**src/rtl/sign_win_pkg.sv**
```systemverilog
// Shared sign-code constants, FSM state type and code sanitiser for the 3x3 sign window builder.
package sign_win_pkg;

  localparam logic [1:0] SGN_ZERO = 2'b00;
  localparam logic [1:0] SGN_POS  = 2'b01;
  localparam logic [1:0] SGN_NEG  = 2'b11;

  typedef enum logic [1:0] {IDLE, FILL, RUN, FLUSH} state_e;

  // The unused code 2'b10 reads as zero so downstream never sees it.
  function automatic logic [1:0] sgn_clean(input logic [1:0] code);
    return ((code == SGN_POS) || (code == SGN_NEG)) ? code : SGN_ZERO;
  endfunction

endpackage

```
**src/rtl/sign_window_3x3_if.sv**
```systemverilog
// Sign-column input stream and 3x3 window output stream of sign_window_3x3.
interface sign_window_3x3_if #(
  parameter int unsigned CHANNEL = 64,
  parameter int unsigned LEN     = 3,
  parameter int unsigned CW      = $clog2(CHANNEL)
);
  logic                     i_vsync;
  logic                     i_hsync;
  logic                     i_reuse;
  logic                     i_valid;
  logic [2*LEN-1:0]         i_tdata;
  logic                     o_vsync;
  logic                     o_hsync;
  logic                     o_reuse;
  logic                     o_valid;
  logic [2*LEN*LEN-1:0]     o_window;
  logic [CW-1:0]            o_ch;
  logic                     o_err;

  modport master (
    output i_vsync, i_hsync, i_reuse, i_valid, i_tdata,
    input  o_vsync, o_hsync, o_reuse, o_valid, o_window, o_ch, o_err
  );

  modport slave (
    input  i_vsync, i_hsync, i_reuse, i_valid, i_tdata,
    output o_vsync, o_hsync, o_reuse, o_valid, o_window, o_ch, o_err
  );
endinterface

```
**src/rtl/chan_delay.sv**
```systemverilog
// Width x Depth shift register advancing only when en is high; dout is the entry Depth shifts old.
module chan_delay #(
  parameter int unsigned Width = 6,
  parameter int unsigned Depth = 64
) (
  input  logic             clk,
  input  logic             rst_n,
  input  logic             en,
  input  logic [Width-1:0] din,
  output logic [Width-1:0] dout
);

  logic [Width-1:0] mem_q [Depth];

  always_ff @(posedge clk) begin
    if (!rst_n) begin
      for (int i = 0; i < Depth; i++) mem_q[i] <= '0;
    end else if (en) begin
      mem_q[0] <= din;
      for (int i = 1; i < Depth; i++) mem_q[i] <= mem_q[i-1];
    end
  end

  assign dout = mem_q[Depth-1];

endmodule

```
**src/rtl/sign_window_3x3.sv**
```systemverilog
// Builds horizontally zero-padded 3x3 sign windows, one per (centre column, channel), from a
// channel-interleaved 3-row sign-column stream.
module sign_window_3x3
  import sign_win_pkg::*;
#(
  parameter int unsigned SIZE    = 56,
  parameter int unsigned CHANNEL = 64,
  parameter int unsigned LEN     = 3,
  parameter int unsigned CW      = $clog2(CHANNEL)
) (
  input logic              i_sclk,
  input logic              i_rstn,
  sign_window_3x3_if.slave bus
);

  localparam int unsigned CLW = (SIZE > 1) ? $clog2(SIZE) : 1;
  localparam int unsigned W   = 2 * LEN;
  localparam int unsigned WW  = 2 * LEN * LEN;
  localparam logic [CLW-1:0] ColLast = CLW'(SIZE - 1);
  localparam logic [CW-1:0]  ChLast  = CW'(CHANNEL - 1);

  state_e          state_q;
  logic [CLW-1:0]  col_q;
  logic [CW-1:0]   ch_q;
  logic            vsync_q, hsync_q, reuse_q, valid_q, err_q;
  logic [WW-1:0]   window_q;
  logic [CW-1:0]   och_q;

  logic            shift_en;
  logic [W-1:0]    d1_din, d1_out, d2_out;
  logic            left_zero, right_zero;
  logic [WW-1:0]   window_d;

  // Lines only move on beats that are consumed, or with zeros during flush.
  always_comb begin
    shift_en = 1'b0;
    if (!bus.i_vsync && !bus.i_hsync) begin
      shift_en = (state_q == FLUSH) ||
                 (((state_q == FILL) || (state_q == RUN)) && bus.i_valid);
    end
  end

  assign d1_din = (state_q == FLUSH) ? '0 : bus.i_tdata;

  chan_delay #(.Width(W), .Depth(CHANNEL)) u_d1 (
    .clk   (i_sclk),
    .rst_n (i_rstn),
    .en    (shift_en),
    .din   (d1_din),
    .dout  (d1_out)
  );

  chan_delay #(.Width(W), .Depth(CHANNEL)) u_d2 (
    .clk   (i_sclk),
    .rst_n (i_rstn),
    .en    (shift_en),
    .din   (d1_out),
    .dout  (d2_out)
  );

  assign left_zero  = (state_q == RUN) && (col_q == CLW'(1));
  assign right_zero = (state_q == FLUSH);

  always_comb begin
    window_d = '0;
    for (int r = 0; r < LEN; r++) begin
      window_d[2*(LEN*r)+:2]   = left_zero ? SGN_ZERO : sgn_clean(d2_out[2*r+:2]);
      window_d[2*(LEN*r+1)+:2] = sgn_clean(d1_out[2*r+:2]);
      window_d[2*(LEN*r+2)+:2] = right_zero ? SGN_ZERO : sgn_clean(bus.i_tdata[2*r+:2]);
    end
  end

  always_ff @(posedge i_sclk) begin
    if (!i_rstn) begin
      state_q  <= IDLE;
      col_q    <= '0;
      ch_q     <= '0;
      vsync_q  <= 1'b0;
      hsync_q  <= 1'b0;
      reuse_q  <= 1'b0;
      valid_q  <= 1'b0;
      err_q    <= 1'b0;
      window_q <= '0;
      och_q    <= '0;
    end else begin
      vsync_q <= bus.i_vsync;
      valid_q <= 1'b0;
      hsync_q <= 1'b0;
      if (bus.i_vsync) begin
        state_q <= IDLE;
        col_q   <= '0;
        ch_q    <= '0;
      end else if (bus.i_hsync) begin
        state_q <= FILL;
        col_q   <= '0;
        ch_q    <= '0;
      end else begin
        unique case (state_q)
          IDLE: ;
          FILL: begin
            if (bus.i_valid) begin
              if (ch_q == ChLast) begin
                ch_q    <= '0;
                col_q   <= col_q + CLW'(1);
                state_q <= RUN;
              end else begin
                ch_q <= ch_q + CW'(1);
              end
            end
          end
          RUN: begin
            if (bus.i_valid) begin
              valid_q  <= 1'b1;
              hsync_q  <= (col_q == CLW'(1)) && (ch_q == '0);
              reuse_q  <= bus.i_reuse;
              window_q <= window_d;
              och_q    <= ch_q;
              if (ch_q == ChLast) begin
                ch_q <= '0;
                if (col_q == ColLast) begin
                  col_q   <= '0;
                  state_q <= FLUSH;
                end else begin
                  col_q <= col_q + CLW'(1);
                end
              end else begin
                ch_q <= ch_q + CW'(1);
              end
            end
          end
          FLUSH: begin
            valid_q  <= 1'b1;
            window_q <= window_d;
            och_q    <= ch_q;
            if (bus.i_valid) err_q <= 1'b1;
            if (ch_q == ChLast) begin
              ch_q    <= '0;
              state_q <= IDLE;
            end else begin
              ch_q <= ch_q + CW'(1);
            end
          end
          default: state_q <= IDLE;
        endcase
      end
    end
  end

  assign bus.o_vsync  = vsync_q;
  assign bus.o_hsync  = hsync_q;
  assign bus.o_reuse  = reuse_q;
  assign bus.o_valid  = valid_q;
  assign bus.o_window = window_q;
  assign bus.o_ch     = och_q;
  assign bus.o_err    = err_q;

endmodule

```
**src/flat_wrapper.sv**
```systemverilog
// flat-port wrapper written by rule: the top's interface ports become plain ports
module sign_window_3x3_flat import sign_win_pkg::*;
#(
  parameter int unsigned SIZE    = 56,
  parameter int unsigned CHANNEL = 64,
  parameter int unsigned LEN     = 3,
  parameter int unsigned CW      = $clog2(CHANNEL)
)
  (i_sclk, i_rstn, bus_i_vsync, bus_i_hsync, bus_i_reuse, bus_i_valid, bus_i_tdata, bus_o_vsync, bus_o_hsync, bus_o_reuse, bus_o_valid, bus_o_window, bus_o_ch, bus_o_err);
  sign_window_3x3_if #(.CHANNEL(CHANNEL), .LEN(LEN), .CW(CW)) bus_i ();
  input logic i_sclk;
  input logic i_rstn;
  input wire logic [$bits(bus_i.i_vsync)-1:0] bus_i_vsync;
  input wire logic [$bits(bus_i.i_hsync)-1:0] bus_i_hsync;
  input wire logic [$bits(bus_i.i_reuse)-1:0] bus_i_reuse;
  input wire logic [$bits(bus_i.i_valid)-1:0] bus_i_valid;
  input wire logic [$bits(bus_i.i_tdata)-1:0] bus_i_tdata;
  output wire logic [$bits(bus_i.o_vsync)-1:0] bus_o_vsync;
  output wire logic [$bits(bus_i.o_hsync)-1:0] bus_o_hsync;
  output wire logic [$bits(bus_i.o_reuse)-1:0] bus_o_reuse;
  output wire logic [$bits(bus_i.o_valid)-1:0] bus_o_valid;
  output wire logic [$bits(bus_i.o_window)-1:0] bus_o_window;
  output wire logic [$bits(bus_i.o_ch)-1:0] bus_o_ch;
  output wire logic [$bits(bus_i.o_err)-1:0] bus_o_err;
  assign bus_i.i_vsync = bus_i_vsync;
  assign bus_i.i_hsync = bus_i_hsync;
  assign bus_i.i_reuse = bus_i_reuse;
  assign bus_i.i_valid = bus_i_valid;
  assign bus_i.i_tdata = bus_i_tdata;
  assign bus_o_vsync = bus_i.o_vsync;
  assign bus_o_hsync = bus_i.o_hsync;
  assign bus_o_reuse = bus_i.o_reuse;
  assign bus_o_valid = bus_i.o_valid;
  assign bus_o_window = bus_i.o_window;
  assign bus_o_ch = bus_i.o_ch;
  assign bus_o_err = bus_i.o_err;
  sign_window_3x3 #(.SIZE(SIZE), .CHANNEL(CHANNEL), .LEN(LEN), .CW(CW)) u_core (.i_sclk(i_sclk), .i_rstn(i_rstn), .bus(bus_i));
endmodule
```
**config.mk**
```make
export PLATFORM = sky130hd
export DESIGN_NAME = sign_window_3x3_flat
export DESIGN_NICKNAME = d
export VERILOG_FILES = /design/src/rtl/sign_win_pkg.sv /design/src/rtl/sign_window_3x3_if.sv /design/src/rtl/chan_delay.sv /design/src/rtl/sign_window_3x3.sv /design/src/flat_wrapper.sv
export SDC_FILE = /design/constraint.sdc
export NUM_CORES = 1
export LEC_CHECK = 0
export BUFFER_PORTS_ARGS = -buffer_cell sky130_fd_sc_hd__buf_2
export CORE_UTILIZATION = 60
export DETAILED_ROUTE_END_ITERATION = 6
export HOLD_SLACK_MARGIN = 0.05
export PLACE_DENSITY = 0.76
export SLEW_MARGIN = 15
export SYNTH_ARGS = -nofsm -noshare
export SYNTH_HDL_FRONTEND = slang
export SYNTH_SLANG_ARGS = --single-unit
```
**constraint.sdc**
```tcl
create_clock -name i_sclk -period 211.1 [get_ports i_sclk]
set_input_delay 42.22 -clock i_sclk [delete_from_list [all_inputs] [get_ports i_sclk]]
set_output_delay 42.22 -clock i_sclk [all_outputs]
set_load 0.02 [all_outputs]
```
==> flow_summary.html, run 1 <==
<table>
<tr><th>Metric</th><th>Value</th></tr>
<tr><th colspan="2">Yosys</th></tr>
<tr><td>Post-synth EDFFs</td><td>768</td></tr>
<tr><td>Number of cells produced by synthesis</td><td>1847</td></tr>
<tr><td>Top_reg_cell synth</td><td>edfxtp_1</td></tr>
<tr><td>Async SR Flop Fraction</td><td>0%</td></tr>
<tr><td>Synth Warn #</td><td>0</td></tr>
<tr><td>Fraction of post-synthesis cell area in the top cell type by area</td><td>76.25%</td></tr>
<tr><td>Post-synthesis area per instance</td><td>16.38 µm²</td></tr>
<tr><td>Synth area leader</td><td>edfxtp_1</td></tr>
<tr><td>Post-synth cell types</td><td>51</td></tr>
<tr><td>Number of nets in the synthesized netlist</td><td>1867</td></tr>
<tr><td>Synthesized flop and latch total</td><td>811</td></tr>
<tr><td>Cell types with the largest area share after synthesis</td><td>edfxtp_1 76%, and2_1 16%, dfxtp_1 2.8%</td></tr>
<tr><td>Total standard cell area after synthesis</td><td>30250 µm²</td></tr>
<tr><td>Portion of the post-synthesis area used by sequential elements</td><td>79.10%</td></tr>
<tr><th colspan="2">Detailed routing</th></tr>
<tr><td>Routed Antenna Nets</td><td>0</td></tr>
<tr><td>Iter 0 DRT Violations</td><td>1125</td></tr>
<tr><td>Average detailed-routed wire length per instance</td><td>15.61 µm</td></tr>
<tr><td>Final routed wirelength across all metal layers</td><td>40760 µm</td></tr>
<tr><td>Vias per Instance</td><td>5.197</td></tr>
<tr><td>Total number of vias</td><td>13580</td></tr>
<tr><td>DRC violations left</td><td>0</td></tr>
<tr><td>Pre-Repair DR Iteration Count</td><td>5</td></tr>
<tr><th colspan="2">Floorplan</th></tr>
<tr><td>Die Outline Area</td><td>51310 µm²</td></tr>
<tr><td>I/O pin cnt</td><td>41</td></tr>
<tr><td>Area of the core region</td><td>49360 µm²</td></tr>
<tr><td>Total number of placement rows</td><td>81</td></tr>
<tr><td>Width of the chip</td><td>226.5 µm</td></tr>
<tr><td>Die Y-Extent</td><td>226.5 µm</td></tr>
<tr><td>Initial Utilization</td><td>61.28%</td></tr>
<tr><th colspan="2">Timing</th></tr>
<tr><td>Upper clock frequency limit</td><td>22.04 MHz</td></tr>
<tr><td>Largest clock skew in the final design</td><td>0.01866 ns</td></tr>
<tr><td>Post-route setup TNS</td><td>0 ns</td></tr>
<tr><td>Final-report max-slew violation count</td><td>0</td></tr>
<tr><td>Rel. slew slack</td><td>26.21%</td></tr>
<tr><td>Least-Margin Pin Slew</td><td>1.107 ns</td></tr>
<tr><td>Number of hold violations in the final report</td><td>0</td></tr>
<tr><td>RSZ-0062 raised after global routing</td><td>false</td></tr>
<tr><td>Final period utilization</td><td>21.49%</td></tr>
<tr><td>Number of setup violations in the final report</td><td>0</td></tr>
<tr><td>Final critical delay including setup and external delays</td><td>45.37 ns</td></tr>
<tr><th colspan="2">Place</th></tr>
<tr><td>Placed inst area</td><td>31000 µm²</td></tr>
<tr><td>Count of placed standard cells including taps</td><td>2470</td></tr>
<tr><td>I/O Buffers</td><td>40</td></tr>
<tr><td>Final RePlAce weighted congestion</td><td>0.7679</td></tr>
<tr><td>Final HPWL DP</td><td>19930 µm</td></tr>
<tr><th colspan="2">Finish</th></tr>
<tr><td>Core utilization of the finished layout</td><td>67.77%</td></tr>
<tr><td>Net count, final</td><td>1908</td></tr>
<tr><td>Share of final-layout standard cells stronger than drive strength 1</td><td>9.035%</td></tr>
<tr><td>P&amp;R area growth vs syn</td><td>10.60%</td></tr>
<tr><td>Number of standard cells in the final layout excluding fillers</td><td>2612</td></tr>
<tr><td>Fin area</td><td>33450 µm²</td></tr>
<tr><td>Fillers</td><td>3210</td></tr>
<tr><td>Antenna diode instance count</td><td>0</td></tr>
<tr><th colspan="2">Worst setup path</th></tr>
<tr><td>Worst Setup EP</td><td>u_core.u_d2.mem_q[1][48]</td></tr>
<tr><td>Register-to-register path setup slack</td><td>206.62 ns</td></tr>
<tr><td>Maximum fanout along the worst path</td><td>205</td></tr>
<tr><td>Required time at the worst-slack endpoint</td><td>211.32 ns</td></tr>
<tr><td>Critical Setup Path Class</td><td>input pin to flip-flop</td></tr>
<tr><td>Critical path capture point type</td><td>flip-flop</td></tr>
<tr><td>R2R Path Start</td><td>u_core.state_q[0]</td></tr>
<tr><td>CP Launch Type</td><td>input pin</td></tr>
<tr><td>Critical path data arrival time</td><td>45.59 ns</td></tr>
<tr><td>Worst flop-to-flop path endpoint</td><td>u_core.u_d2.mem_q[1][48]</td></tr>
<tr><td>Count of cells along the worst register-to-register path</td><td>8</td></tr>
<tr><td>Crit path launch</td><td>bus_i_valid</td></tr>
<tr><th colspan="2">Clock network</th></tr>
<tr><td>Cts-stage hold buffer count</td><td>0</td></tr>
<tr><td>CTS tree</td><td>built</td></tr>
<tr><td>Clock-pin slew of the registers on the worst-case setup and hold paths</td><td>0.06 ns</td></tr>
<tr><td>Root buffer cell</td><td>clkbuf_16</td></tr>
<tr><td>TritonCTS sink count</td><td>811</td></tr>
<tr><td>Number of setup buffers added after CTS</td><td>0</td></tr>
<tr><td>Latest clock arrival within the worst-skew pair</td><td>0.62 ns</td></tr>
<tr><td>Longest Clk Path Bufs</td><td>3</td></tr>
<tr><td>TritonCTS buffer count</td><td>79</td></tr>
<tr><td>CTS H-tree depth</td><td>3</td></tr>
<tr><td>Number of gates resized after CTS</td><td>0</td></tr>
<tr><th colspan="2">Global routing</th></tr>
<tr><td>Largest net degree at the start of global routing</td><td>206</td></tr>
<tr><td>Initial antenna violation count</td><td>1</td></tr>
<tr><td>Overall overflow remaining after global route</td><td>0</td></tr>
<tr><td>Via count of the first global-routing pass</td><td>13110</td></tr>
<tr><td>Global-route wire length before repair</td><td>67930 µm</td></tr>
<tr><td>All-Layer GR Usage</td><td>16.71%</td></tr>
<tr><th colspan="2">Power</th></tr>
<tr><td>Clk network pwr share</td><td>40.3%</td></tr>
<tr><td>Peak supply drop</td><td>0.007418 mV</td></tr>
<tr><td>Net switching share of the total power</td><td>19.58%</td></tr>
<tr><td>Combinational Power Share</td><td>2.3%</td></tr>
<tr><td>Power Dens Cells</td><td>9.723 nW/µm²</td></tr>
<tr><td>Power spent charging and discharging nets</td><td>63.68 µW</td></tr>
<tr><td>Reported leakage power</td><td>12.29 nW</td></tr>
<tr><td>Sequential power share</td><td>57.3%</td></tr>
<tr><td>Internal portion of total power</td><td>261.6 µW</td></tr>
<tr><th colspan="2">Outcome</th></tr>
<tr><td>Status</td><td>finished clean</td></tr>
<tr><th colspan="2">Hold path</th></tr>
<tr><td>Kind of path behind the tightest hold check</td><td>flip-flop to flip-flop</td></tr>
<tr><th colspan="2">Run</th></tr>
<tr><td>Max Cap Viol</td><td>0</td></tr>
</table>
==> worst max-delay path: stages <==
cell     delay, ns
buf_2         0.17
and2b_1       0.17
nor2_1        0.11
o31ai_4       0.24
buf_12        0.81
buf_4         0.96
buf_4         0.82
==> final cells by class <==
type,count,area (µm²),share of cell area [%]
clock buffer,110,2216,6.624
clock inverter,31,206.4,0.6172
inverter,8,30.03,0.08977
multi-input combinational,934,5898,17.63
sequential,811,23920,71.52
tap,664,830.8,2.484
timing repair buffer,54,346.6,1.036
==> worst min path at each step <==
stage               slack, ns                 startpoint  cells past startpoint                 endpoint
finish                   0.46    u_core.bus.o_window[14]                      2  u_core.bus.o_window[14]
global route             0.48    u_core.bus.o_window[15]                      2  u_core.bus.o_window[15]
CTS                      0.47     u_core.bus.o_window[2]                      2   u_core.bus.o_window[2]
detailed placement       0.46    u_core.bus.o_window[14]                      2  u_core.bus.o_window[14]
global placement         0.45     u_core.bus.o_window[1]                      2   u_core.bus.o_window[1]
floorplan                0.48  u_core.u_d2.mem_q[1][187]                      2   u_core.bus.o_window[1]
==> synthesized netlist by cell type (all sizes together) (2+ instances only) <==
library cell / instances
nor4: 4
nand2: 36
and4: 2
o21ai: 8
xnor2: 3
or3: 2
a311oi: 3
clkbuf: 48
a22oi: 3
a21boi: 16
nand3: 15
nor2: 12
ha: 8
a32oi: 3
a21oi: 6
nor2b: 12
nor3: 5
nand2b: 2
edfxtp: 768
dfxtp: 43
a31oi: 2
mux2i: 3
nand4b: 2
inv: 8
and2: 770
buf: 46
and3: 2
==> layout by cell type (no fill, tap or decap), drive strengths merged, types with 2 or more instances in the layout <==
cell type	Yosys	routed
a21boi	16	16
ha	8	8
nor2	12	12
a21oi	6	6
nand2b	2	2
o21ai	8	8
a32oi	3	3
clkinv	0	25
dfxtp	43	43
nor2b	12	12
a22oi	3	3
and4	2	2
or3	2	2
nand4b	2	2
inv	8	12
buf	46	53
and2	770	770
nand3	15	15
a311oi	3	3
nor4	4	4
edfxtp	768	768
nand2	36	36
and3	2	2
mux2i	3	3
a31oi	2	2
xnor2	3	3
nor3	5	5
clkbuf	48	111
==> metrics by stage <==
step           setup WS, ns  hold WS (ns)  power (mW)
6_report             165.73        0.4633      0.3253
2_1_floorplan        110.09        0.4777      0.2100
3_3_place_gp         165.13        0.4536      0.1971
3_5_place_dp         165.01        0.4617      0.1974
5_1_grt              165.48        0.4844      0.3363
4_1_cts              165.67        0.4694      0.3287
==> flip-flops by register name, indices dropped and copies added (netlist names) <==
name,cells
u_core.u_d1.mem_q,384
u_core.bus.o_vsync,1
u_core.bus.o_valid,1
u_core.col_q,6
u_core.u_d2.mem_q,384
u_core.bus.o_ch,6
u_core.bus.o_hsync,1
u_core.bus.o_reuse,1
u_core.state_q,2
u_core.bus.o_window,18
u_core.bus.o_err,1
u_core.ch_q,6
==> logic make-up after synthesis <==
| family | count (synthesis) | share of synthesized area (%) |
|---|---|---|
| flip-flops | 811 | 79.10 |
| AO/OA/AOI/OAI | 52 | 1.233 |
| XOR/XNOR | 3 | 0.08689 |
| adder cells (fa/ha/maj) | 8 | 0.3310 |
| AND/OR/NAND/NOR | 868 | 17.69 |
| multiplexers | 3 | 0.09929 |
| buffers and inverters | 102 | 1.464 |
==> power by group through the flow <==
| stage | Clock (mW) | Combinational [mW] | Sequential [mW] |
|---|---|---|---|
| 5_1_grt | 0.141 | 0.00864 | 0.187 |
| 3_5_place_dp | 0 | 0.00773 | 0.190 |
| 2_1_floorplan | 0 | 0.00576 | 0.204 |
| 4_1_cts | 0.134 | 0.00780 | 0.187 |
| 3_3_place_gp | 0 | 0.00748 | 0.190 |
| 6_report | 0.131 | 0.00763 | 0.186 |
==> layer usage <==
layer	up-vias	part of all wire (%)	global-route usage (%)
li1	6529	-	-
met1	6756	49	25.83
met2	199	45	23.50
met3	89	3.9	3.849
met4	2	2.5	5.754
met5	-	0.022	0
Note: power is estimated with default switching activity, not from simulation.
==> run 2, diff against run 1 <==
--- a/config.mk
+++ b/config.mk
@@ -5,6 +5,7 @@
 export SDC_FILE = /design/constraint.sdc
 export NUM_CORES = 1
 export LEC_CHECK = 0
+export ABC_AREA = 1
 export BUFFER_PORTS_ARGS = -buffer_cell sky130_fd_sc_hd__buf_2
 export CORE_UTILIZATION = 60
 export DETAILED_ROUTE_END_ITERATION = 6
==> constraint.sdc (replaced) <==
create_clock -name i_sclk -period 44.9 [get_ports i_sclk]
set_input_delay 8.98 -clock i_sclk [delete_from_list [all_inputs] [get_ports i_sclk]]
set_output_delay 8.98 -clock i_sclk [all_outputs]
set_load 0.02 [all_outputs]
==> run 2 against run 1 <==
Against the previous run:
- clock power grew to 4.6 times the previous value
- area after synthesis is 3.8% higher
- die area is 3.8% higher
- clock skew is 0.0061 ns higher
- worst hold slack better by 0.0061 ns
- total power grew to 4.7 times the previous value
- sequential cell count stayed put
- via count is 19% higher
- clock-buffer cell count is 20 lower
- non-clock buffer count is 4 lower
- critical path type unchanged
- utilization is 1.1 points lower
==> flow_summary.html, run 2 <==
<table>
<tr><th>Metric</th><th>Value</th></tr>
<tr><th colspan="2">Yosys</th></tr>
<tr><td>Total standard cell area after synthesis</td><td>31400 µm² (+3.8%)</td></tr>
<tr><td>Cell types with the largest area share after synthesis</td><td>edfxtp_1 73%, inv_1 9.5%, nor2_1 5.2%</td></tr>
<tr><td>Fraction of post-synthesis cell area in the top cell type by area</td><td>73.44% (-2.8 points)</td></tr>
<tr><td>Number of cells produced by synthesis</td><td>2660 (+44%)</td></tr>
<tr><td>Post-synthesis area per instance</td><td>11.81 µm² (-28%)</td></tr>
<tr><td>Post-synth EDFFs</td><td>768 (unchanged)</td></tr>
<tr><td>Post-synth cell types</td><td>32 (-37%)</td></tr>
<tr><td>Commonest cells post-synth</td><td>792 x inv_1, 768 x edfxtp_1, 435 x nor2_1</td></tr>
<tr><td>Synth area leader</td><td>edfxtp_1</td></tr>
<tr><td>Synthesized flop and latch total</td><td>811 (unchanged)</td></tr>
<tr><td>Portion of the post-synthesis area used by sequential elements</td><td>76.18% (-2.9 points)</td></tr>
<tr><td>Number of nets in the synthesized netlist</td><td>2680 (+44%)</td></tr>
<tr><td>Async SR Flop Fraction</td><td>0% (unchanged)</td></tr>
<tr><td>Most instantiated library cell after synthesis</td><td>inv_1</td></tr>
<tr><td>Top_reg_cell synth</td><td>edfxtp_1</td></tr>
<tr><td>Synth Warn #</td><td>0 (unchanged)</td></tr>
<tr><th colspan="2">Global routing</th></tr>
<tr><td>Global-route wire length before repair</td><td>74090 µm (+9.1%)</td></tr>
<tr><td>Initial antenna violation count</td><td>0 (-1)</td></tr>
<tr><td>Overall overflow remaining after global route</td><td>0 (unchanged)</td></tr>
<tr><td>All-Layer GR Usage</td><td>17.05% (+0.33 points)</td></tr>
<tr><td>Via count of the first global-routing pass</td><td>15680 (+20%)</td></tr>
<tr><td>Largest net degree at the start of global routing</td><td>193 (-6.3%)</td></tr>
<tr><th colspan="2">Timing</th></tr>
<tr><td>Post-route setup TNS</td><td>0 ns (unchanged)</td></tr>
<tr><td>Number of setup violations in the final report</td><td>0 (unchanged)</td></tr>
<tr><td>Largest clock skew in the final design</td><td>0.02480 ns (+0.006146 ns)</td></tr>
<tr><td>Final critical delay including setup and external delays</td><td>12.77 ns</td></tr>
<tr><td>Final-report max-slew violation count</td><td>0 (unchanged)</td></tr>
<tr><td>Least-Margin Pin Slew</td><td>1.102 ns (-0.004641 ns)</td></tr>
<tr><td>Final period utilization</td><td>28.45%</td></tr>
<tr><td>Number of hold violations in the final report</td><td>0 (unchanged)</td></tr>
<tr><td>Worst hold margin</td><td>0.4694 ns (+0.006106 ns)</td></tr>
<tr><td>Rel. slew slack</td><td>26.52% (+0.31 points)</td></tr>
<tr><td>Upper clock frequency limit</td><td>78.28 MHz</td></tr>
<tr><td>RSZ-0062 raised after global routing</td><td>false</td></tr>
<tr><th colspan="2">Worst setup path</th></tr>
<tr><td>Number of buffers and inverters on the critical path</td><td>4 (unchanged)</td></tr>
<tr><td>CP Launch Type</td><td>input pin</td></tr>
<tr><td>Critical path data arrival time</td><td>12.99 ns (-32.60 ns)</td></tr>
<tr><td>Maximum fanout along the worst path</td><td>192 (-6.3%)</td></tr>
<tr><td>Max incr delay on CP</td><td>0.96 ns (about the same)</td></tr>
<tr><td>Worst flop-to-flop path endpoint</td><td>u_core.u_d1.mem_q[0][57]</td></tr>
<tr><td>Critical Setup Path Class</td><td>input pin to flip-flop</td></tr>
<tr><td>Critical path's slowest cell</td><td>buf_4</td></tr>
<tr><td>Critical path capture point type</td><td>flip-flop</td></tr>
<tr><td>Register-to-register path setup slack</td><td>39.82 ns (-166.80 ns)</td></tr>
<tr><td>Required time at the worst-slack endpoint</td><td>45.12 ns (-166.20 ns)</td></tr>
<tr><td>Count of cells along the worst register-to-register path</td><td>10 (+2)</td></tr>
<tr><td>Most frequent CP cell</td><td>buf_4</td></tr>
<tr><td>Delay-heaviest family, CP</td><td>buffers and inverters</td></tr>
<tr><td>Ordered cell list for the critical path</td><td>buf_2 -&gt; nor2_2 -&gt; nand2_1 -&gt; nand2_4 -&gt; buf_4 -&gt; buf_12 -&gt; buf_4</td></tr>
<tr><td>R2R Path Start</td><td>u_core.state_q[0]</td></tr>
<tr><th colspan="2">Clock network</th></tr>
<tr><td>TritonCTS buffer count</td><td>77 (-2.5%)</td></tr>
<tr><td>Number of gates resized after CTS</td><td>0 (unchanged)</td></tr>
<tr><td>Clock-pin slew of the registers on the worst-case setup and hold paths</td><td>0.06 ns (about the same)</td></tr>
<tr><td>Number of setup buffers added after CTS</td><td>0 (unchanged)</td></tr>
<tr><td>Root buffer cell</td><td>clkbuf_16</td></tr>
<tr><td>Longest Clk Path Bufs</td><td>3 (unchanged)</td></tr>
<tr><td>CTS H-tree depth</td><td>3 (unchanged)</td></tr>
<tr><td>Cts-stage hold buffer count</td><td>0 (unchanged)</td></tr>
<tr><td>CTS tree</td><td>built</td></tr>
<tr><td>Latest clock arrival within the worst-skew pair</td><td>0.62 ns (about the same)</td></tr>
<tr><td>TritonCTS sink count</td><td>811 (unchanged)</td></tr>
<tr><th colspan="2">Detailed routing</th></tr>
<tr><td>Pre-Repair DR Iteration Count</td><td>6 (+1)</td></tr>
<tr><td>Final routed wirelength across all metal layers</td><td>44440 µm (+9.0%)</td></tr>
<tr><td>Iter 0 DRT Violations</td><td>1398 (+24%)</td></tr>
<tr><td>Total number of vias</td><td>16170 (+19%)</td></tr>
<tr><td>Average detailed-routed wire length per instance</td><td>12.94 µm (-17%)</td></tr>
<tr><td>DRC violations left</td><td>0 (unchanged)</td></tr>
<tr><td>Vias per Instance</td><td>4.710 (-9.4%)</td></tr>
<tr><td>Routed Antenna Nets</td><td>0 (unchanged)</td></tr>
<tr><th colspan="2">Hold path</th></tr>
<tr><td>Cell count of the worst hold path</td><td>2 (unchanged)</td></tr>
<tr><td>End of the worst hold path</td><td>u_core.bus.o_window[8]</td></tr>
<tr><td>Origin of the worst min-delay path</td><td>u_core.bus.o_window[8]</td></tr>
<tr><td>Kind of path behind the tightest hold check</td><td>flip-flop to flip-flop</td></tr>
<tr><th colspan="2">Floorplan</th></tr>
<tr><td>Total number of placement rows</td><td>83 (+2.5%)</td></tr>
<tr><td>I/O pin cnt</td><td>41 (unchanged)</td></tr>
<tr><td>Width of the chip</td><td>230.8 µm (+1.9%)</td></tr>
<tr><td>Die Outline Area</td><td>53250 µm² (+3.8%)</td></tr>
<tr><td>Initial Utilization</td><td>60.96% (-0.32 points)</td></tr>
<tr><td>Die Y-Extent</td><td>230.8 µm (+1.9%)</td></tr>
<tr><td>Area of the core region</td><td>51510 µm² (+4.4%)</td></tr>
<tr><th colspan="2">Power</th></tr>
<tr><td>Sequential power share</td><td>57.3% (about the same)</td></tr>
<tr><td>Power spent charging and discharging nets</td><td>316.1 µW (+400%)</td></tr>
<tr><td>Net switching share of the total power</td><td>20.66% (+1.1 points)</td></tr>
<tr><td>Clk network pwr share</td><td>39.8% (-0.5 points)</td></tr>
<tr><td>Reported leakage power</td><td>15.88 nW (+29%)</td></tr>
<tr><td>Internal portion of total power</td><td>1.214 mW (+360%)</td></tr>
<tr><td>Peak supply drop</td><td>0.03625 mV (+390%)</td></tr>
<tr><td>Power Dens Cells</td><td>44.57 nW/µm² (+360%)</td></tr>
<tr><td>Total power</td><td>1.530 mW (+370%)</td></tr>
<tr><td>Combinational Power Share</td><td>2.9% (+0.6 points)</td></tr>
<tr><th colspan="2">Run</th></tr>
<tr><td>Max Cap Viol</td><td>0 (unchanged)</td></tr>
<tr><th colspan="2">Place</th></tr>
<tr><td>I/O Buffers</td><td>40 (unchanged)</td></tr>
<tr><td>Final HPWL DP</td><td>22390 µm (+12%)</td></tr>
<tr><td>Final RePlAce weighted congestion</td><td>0.7976 (+3.9%)</td></tr>
<tr><th colspan="2">Finish</th></tr>
<tr><td>Fillers</td><td>3546 (+10%)</td></tr>
<tr><td>Multi-input combinational cell area</td><td>3877 µm² (-34%)</td></tr>
<tr><td>Commonest cells after routing, fill and taps aside</td><td>792 x inv_1, 768 x edfxtp_1, 435 x nor2_1</td></tr>
<tr><td>Commonest non-fill, non-tap cell in the layout</td><td>inv_1</td></tr>
<tr><td>Sequential Area</td><td>23920 µm² (unchanged)</td></tr>
<tr><td>Antenna diode instance count</td><td>0 (unchanged)</td></tr>
<tr><td>Core utilization of the finished layout</td><td>66.63% (-1.1 points)</td></tr>
<tr><td>Net count, final</td><td>2717 (+42%)</td></tr>
<tr><td>P&amp;R area growth vs syn</td><td>9.292%</td></tr>
<tr><td>Share of final-layout standard cells stronger than drive strength 1</td><td>6.211% (-2.8 points)</td></tr>
<tr><th colspan="2">Outcome</th></tr>
<tr><td>Status</td><td>finished clean</td></tr>
</table>
==> run 2: cell types whose count changed after synthesis, moves of 26 or more <==
| cell | before | now |
|---|---|---|
| inv_1 | 8 | 792 |
| buf_2 | 45 | 14 |
| nor2_1 | 10 | 435 |
| buf_6 | 0 | 30 |
| and2_1 | 769 | 0 |
| a21oi_1 | 6 | 32 |
| nand2_1 | 35 | 421 |
==> run 2: power by group through the flow <==
stage | clock network [mW] | logic (mW) | registers, mW
after global routing | 0.648 | 0.0517 | 0.880
after detailed placement | 0 | 0.0446 | 0.892
after CTS | 0.621 | 0.0457 | 0.877
after global placement | 0 | 0.0426 | 0.892
after floorplan | 0 | 0.0337 | 0.920
final | 0.608 | 0.0446 | 0.877
==> run 2: area by class of cell <==
| class | instances | area share (%) |
|---|---|---|
| timing repair buffer | 50 | 0.9151 |
| sequential | 811 | 69.71 |
| clock inverter | 45 | 1.017 |
| tap | 680 | 2.479 |
| clock buffer | 90 | 5.819 |
| inverter | 798 | 8.764 |
| multi-input combinational | 959 | 11.30 |
==> run 2: per-stage QoR <==
| stage | cells | instance area [µm²] | setup WS [ns] |
|---|---|---|---|
| after floorplan | 2660 | 31400 | 17.73 |
| after detailed placement | 3298 | 31970 | 31.52 |
| after CTS | 3433 | 34320 | 32.19 |
| after global routing | 3433 | 34320 | 31.84 |
| final | 3433 | 34320 | 32.13 |
| after global placement | 3298 | 31970 | 31.64 |
==> run 2: routing by layer <==
metal	routed length (µm)	vias to the layer above	share of wire, %	global-route usage [%]
met4	889	0	2.0	5.029
met1	20110	7754	45	23.78
met3	1518	71	3.4	3.310
li1	-	8120	-	-
met5	0	-	0	0
met2	21930	223	49	27.47
==> run 2: worst max-delay path by stage <==
stage / start / end / slack [ns] / cells after the start
floorplan: i_rstn / u_core.u_d1.mem_q[0][0] / 17.73 / 3
finish: bus_i_hsync / u_core.u_d1.mem_q[0][57] / 32.13 / 7
CTS: bus_i_hsync / u_core.u_d1.mem_q[0][80] / 32.19 / 7
global placement: bus_i_hsync / u_core.u_d1.mem_q[1][9] / 31.64 / 7
global route: bus_i_hsync / u_core.u_d1.mem_q[0][83] / 31.84 / 7
detailed placement: bus_i_hsync / u_core.u_d2.mem_q[0][106] / 31.52 / 7
==> run 2: cell families after synthesis <==
group	synth area share [%]
AND/OR/NAND/NOR	11.05
buffers and inverters	11.49
flip-flops	76.18
AO/OA/AOI/OAI	0.9045
adder cells (fa/ha/maj)	0.3188
XOR/XNOR	0.05579
==> run 2: worst min-delay path: cells and delay by family, from the launching register on <==
| family | cells | cell delay (ns) |
|---|---|---|
| compound gates | 1 | 0.05 |
| simple gates | 1 | 0.06 |
| flops | 1 | 0.31 |
==> run 3, diff against run 2 <==
==> constraint.sdc (replaced) <==
create_clock -name i_sclk -period 12.4 [get_ports i_sclk]
set_input_delay 2.48 -clock i_sclk [delete_from_list [all_inputs] [get_ports i_sclk]]
set_output_delay 2.48 -clock i_sclk [all_outputs]
set_load 0.02 [all_outputs]
==> run 3 against run 2 <==
Against the previous run:
- sequential cell count stayed put
- global-route usage is 0.15 points higher
- utilization grew 0.13 points
- clock power rose to 3.7 times the previous value
- combinational power increased to 3.6 times the previous value
- worst hold slack got worse by 0.0013 ns
- first-iteration DRC count is 8.7% lower
- cell count is essentially flat
- largest power group unchanged
==> flow_summary.html, run 3 (synthesis results as in run 2) <==
<table>
<tr><th>Metric</th><th>Value</th></tr>
<tr><th colspan="2">Outcome</th></tr>
<tr><td>Status</td><td>finished clean</td></tr>
<tr><th colspan="2">Timing</th></tr>
<tr><td>Final period utilization</td><td>43.57%</td></tr>
<tr><td>Number of setup violations in the final report</td><td>0 (unchanged)</td></tr>
<tr><td>Final-report max-slew violation count</td><td>0 (unchanged)</td></tr>
<tr><td>Least-Margin Pin Slew</td><td>1.139 ns (+0.03628 ns)</td></tr>
<tr><td>Number of hold violations in the final report</td><td>0 (unchanged)</td></tr>
<tr><td>Rel. slew slack</td><td>24.10% (-2.4 points)</td></tr>
<tr><td>Upper clock frequency limit</td><td>185.1 MHz</td></tr>
<tr><td>Final critical delay including setup and external delays</td><td>5.402 ns</td></tr>
<tr><td>Post-route setup TNS</td><td>0 ns (unchanged)</td></tr>
<tr><td>RSZ-0062 raised after global routing</td><td>false</td></tr>
<tr><td>Largest clock skew in the final design</td><td>0.01399 ns (-0.01081 ns)</td></tr>
<tr><th colspan="2">Finish</th></tr>
<tr><td>Multi-input combinational cell area</td><td>3886 µm² (+0.23%)</td></tr>
<tr><td>Sequential Area</td><td>23920 µm² (unchanged)</td></tr>
<tr><td>Share of final-layout standard cells stronger than drive strength 1</td><td>6.422% (+0.21 points)</td></tr>
<tr><td>Net count, final</td><td>2717 (unchanged)</td></tr>
<tr><td>Commonest cells after routing, fill and taps aside</td><td>792 x inv_1, 768 x edfxtp_1, 435 x nor2_1</td></tr>
<tr><td>P&amp;R area growth vs syn</td><td>9.507%</td></tr>
<tr><td>Antenna diode instance count</td><td>0 (unchanged)</td></tr>
<tr><td>Fillers</td><td>3531 (-0.42%)</td></tr>
<tr><td>Commonest non-fill, non-tap cell in the layout</td><td>inv_1</td></tr>
<tr><th colspan="2">Floorplan</th></tr>
<tr><td>I/O pin cnt</td><td>41 (unchanged)</td></tr>
<tr><td>Width of the chip</td><td>230.8 µm (unchanged)</td></tr>
<tr><td>Die Outline Area</td><td>53250 µm² (unchanged)</td></tr>
<tr><td>Initial Utilization</td><td>60.96% (unchanged)</td></tr>
<tr><td>Die Y-Extent</td><td>230.8 µm (unchanged)</td></tr>
<tr><td>Area of the core region</td><td>51510 µm² (unchanged)</td></tr>
<tr><td>Total number of placement rows</td><td>83 (unchanged)</td></tr>
<tr><th colspan="2">Detailed routing</th></tr>
<tr><td>Iter 0 DRT Violations</td><td>1277 (-8.7%)</td></tr>
<tr><td>Final routed wirelength across all metal layers</td><td>44070 µm (-0.84%)</td></tr>
<tr><td>Vias per Instance</td><td>4.716 (+0.14%)</td></tr>
<tr><td>Total number of vias</td><td>16200 (+0.22%)</td></tr>
<tr><td>Average detailed-routed wire length per instance</td><td>12.82 µm (-0.93%)</td></tr>
<tr><td>Pre-Repair DR Iteration Count</td><td>6 (unchanged)</td></tr>
<tr><td>Routed Antenna Nets</td><td>0 (unchanged)</td></tr>
<tr><td>DRC violations left</td><td>0 (unchanged)</td></tr>
<tr><th colspan="2">Clock network</th></tr>
<tr><td>Clock-pin slew of the registers on the worst-case setup and hold paths</td><td>0.06 ns (about the same)</td></tr>
<tr><td>Latest clock arrival within the worst-skew pair</td><td>0.61 ns (about the same)</td></tr>
<tr><td>Cts-stage hold buffer count</td><td>0 (unchanged)</td></tr>
<tr><td>Number of gates resized after CTS</td><td>0 (unchanged)</td></tr>
<tr><td>TritonCTS sink count</td><td>811 (unchanged)</td></tr>
<tr><td>CTS H-tree depth</td><td>3 (unchanged)</td></tr>
<tr><td>Longest Clk Path Bufs</td><td>3 (unchanged)</td></tr>
<tr><td>Number of setup buffers added after CTS</td><td>0 (unchanged)</td></tr>
<tr><td>Root buffer cell</td><td>clkbuf_16</td></tr>
<tr><td>CTS tree</td><td>built</td></tr>
<tr><td>TritonCTS buffer count</td><td>78 (+1.3%)</td></tr>
<tr><th colspan="2">Worst setup path</th></tr>
<tr><td>Critical Setup Path Class</td><td>input pin to flip-flop</td></tr>
<tr><td>Critical path capture point type</td><td>flip-flop</td></tr>
<tr><td>Critical path data arrival time</td><td>5.62 ns (-7.37 ns)</td></tr>
<tr><td>Maximum fanout along the worst path</td><td>214 (+11%)</td></tr>
<tr><td>CP Launch Type</td><td>input pin</td></tr>
<tr><td>Required time at the worst-slack endpoint</td><td>12.62 ns (-32.50 ns)</td></tr>
<tr><th colspan="2">Run</th></tr>
<tr><td>Max Cap Viol</td><td>0 (unchanged)</td></tr>
<tr><th colspan="2">Global routing</th></tr>
<tr><td>All-Layer GR Usage</td><td>17.19% (+0.15 points)</td></tr>
<tr><td>Initial antenna violation count</td><td>0 (unchanged)</td></tr>
<tr><td>Via count of the first global-routing pass</td><td>16060 (+2.4%)</td></tr>
<tr><td>Largest net degree at the start of global routing</td><td>241 (+25%)</td></tr>
<tr><td>Overall overflow remaining after global route</td><td>0 (unchanged)</td></tr>
<tr><td>Global-route wire length before repair</td><td>75010 µm (+1.2%)</td></tr>
<tr><th colspan="2">Hold path</th></tr>
<tr><td>Kind of path behind the tightest hold check</td><td>flip-flop to flip-flop</td></tr>
<tr><th colspan="2">Place</th></tr>
<tr><td>Final RePlAce weighted congestion</td><td>0.7637 (-4.3%)</td></tr>
<tr><td>Final HPWL DP</td><td>22930 µm (+2.4%)</td></tr>
<tr><td>I/O Buffers</td><td>40 (unchanged)</td></tr>
<tr><th colspan="2">Power</th></tr>
<tr><td>Power Dens Cells</td><td>162.6 nW/µm² (+260%)</td></tr>
<tr><td>Peak supply drop</td><td>0.1383 mV (+280%)</td></tr>
<tr><td>Total power</td><td>5.591 mW (+270%)</td></tr>
<tr><td>Reported leakage power</td><td>15.89 nW (about the same)</td></tr>
</table>
## run 3: final cells by class
class | count | area share (%)
Timing Repair Buffer | 49 | 0.8805
Sequential cell | 811 | 69.57
Tap cell | 680 | 2.474
Inverter | 798 | 8.747
Clock inverter | 42 | 0.8987
Multi-Input combinational cell | 959 | 11.30
Clock buffer | 97 | 6.127
## run 3: worst max-delay path, cell delays in order
cell     delay, ns
buf_2         0.15
nor2_2        0.18
nand2_1       0.21
nand2_8       0.53
buf_12        0.75
buf_4         0.90
## run 3: report_power, final
part	leakage, nW	switching [mW]	internal, mW
Combinational	6.46	0.125	0.0353
Clock	1.17	0.966	1.29
Sequential	8.26	0.0388	3.14
## run 3: final timing paths
path / cells past startpoint / slack, ns / endpoint / startpoint
worst max-delay path: 6 / 7.00 / u_core.u_d1.mem_q[1][58] / bus_i_hsync
worst min-delay path: 2 / 0.47 / u_core.bus.o_window[4] / u_core.bus.o_window[4]
worst max register to register: 9 / 8.20 / u_core.u_d1.mem_q[1][58] / u_core.state_q[0]
worst min register to register: 2 / 0.47 / u_core.bus.o_window[4] / u_core.bus.o_window[4]
## run 3: through the flow
stage | cell area [µm²] | setup WS (ns) | std cells | hold WS (ns) | utilization, %
finish | 34390 | 6.998 | 3436 | 0.4680 | 66.76
global route | 34390 | 6.814 | 3436 | 0.4982 | 66.76
CTS | 34390 | 7.093 | 3436 | 0.4623 | 66.76
detailed placement | 31970 | 6.418 | 3297 | 0.4527 | 62.07
global placement | 31970 | 6.512 | 3297 | 0.4539 | 62.07
floorplan | 31410 | 3.853 | 2660 | 0.4565 | -
## run 3: metal layers
metal	GRT usage [%]	up-vias	wire length [µm]
li1	-	8128	-
met1	23.48	7740	19920
met2	27.93	241	21520
met3	3.594	95	1624
met4	5.360	0	999
met5	0	-	0
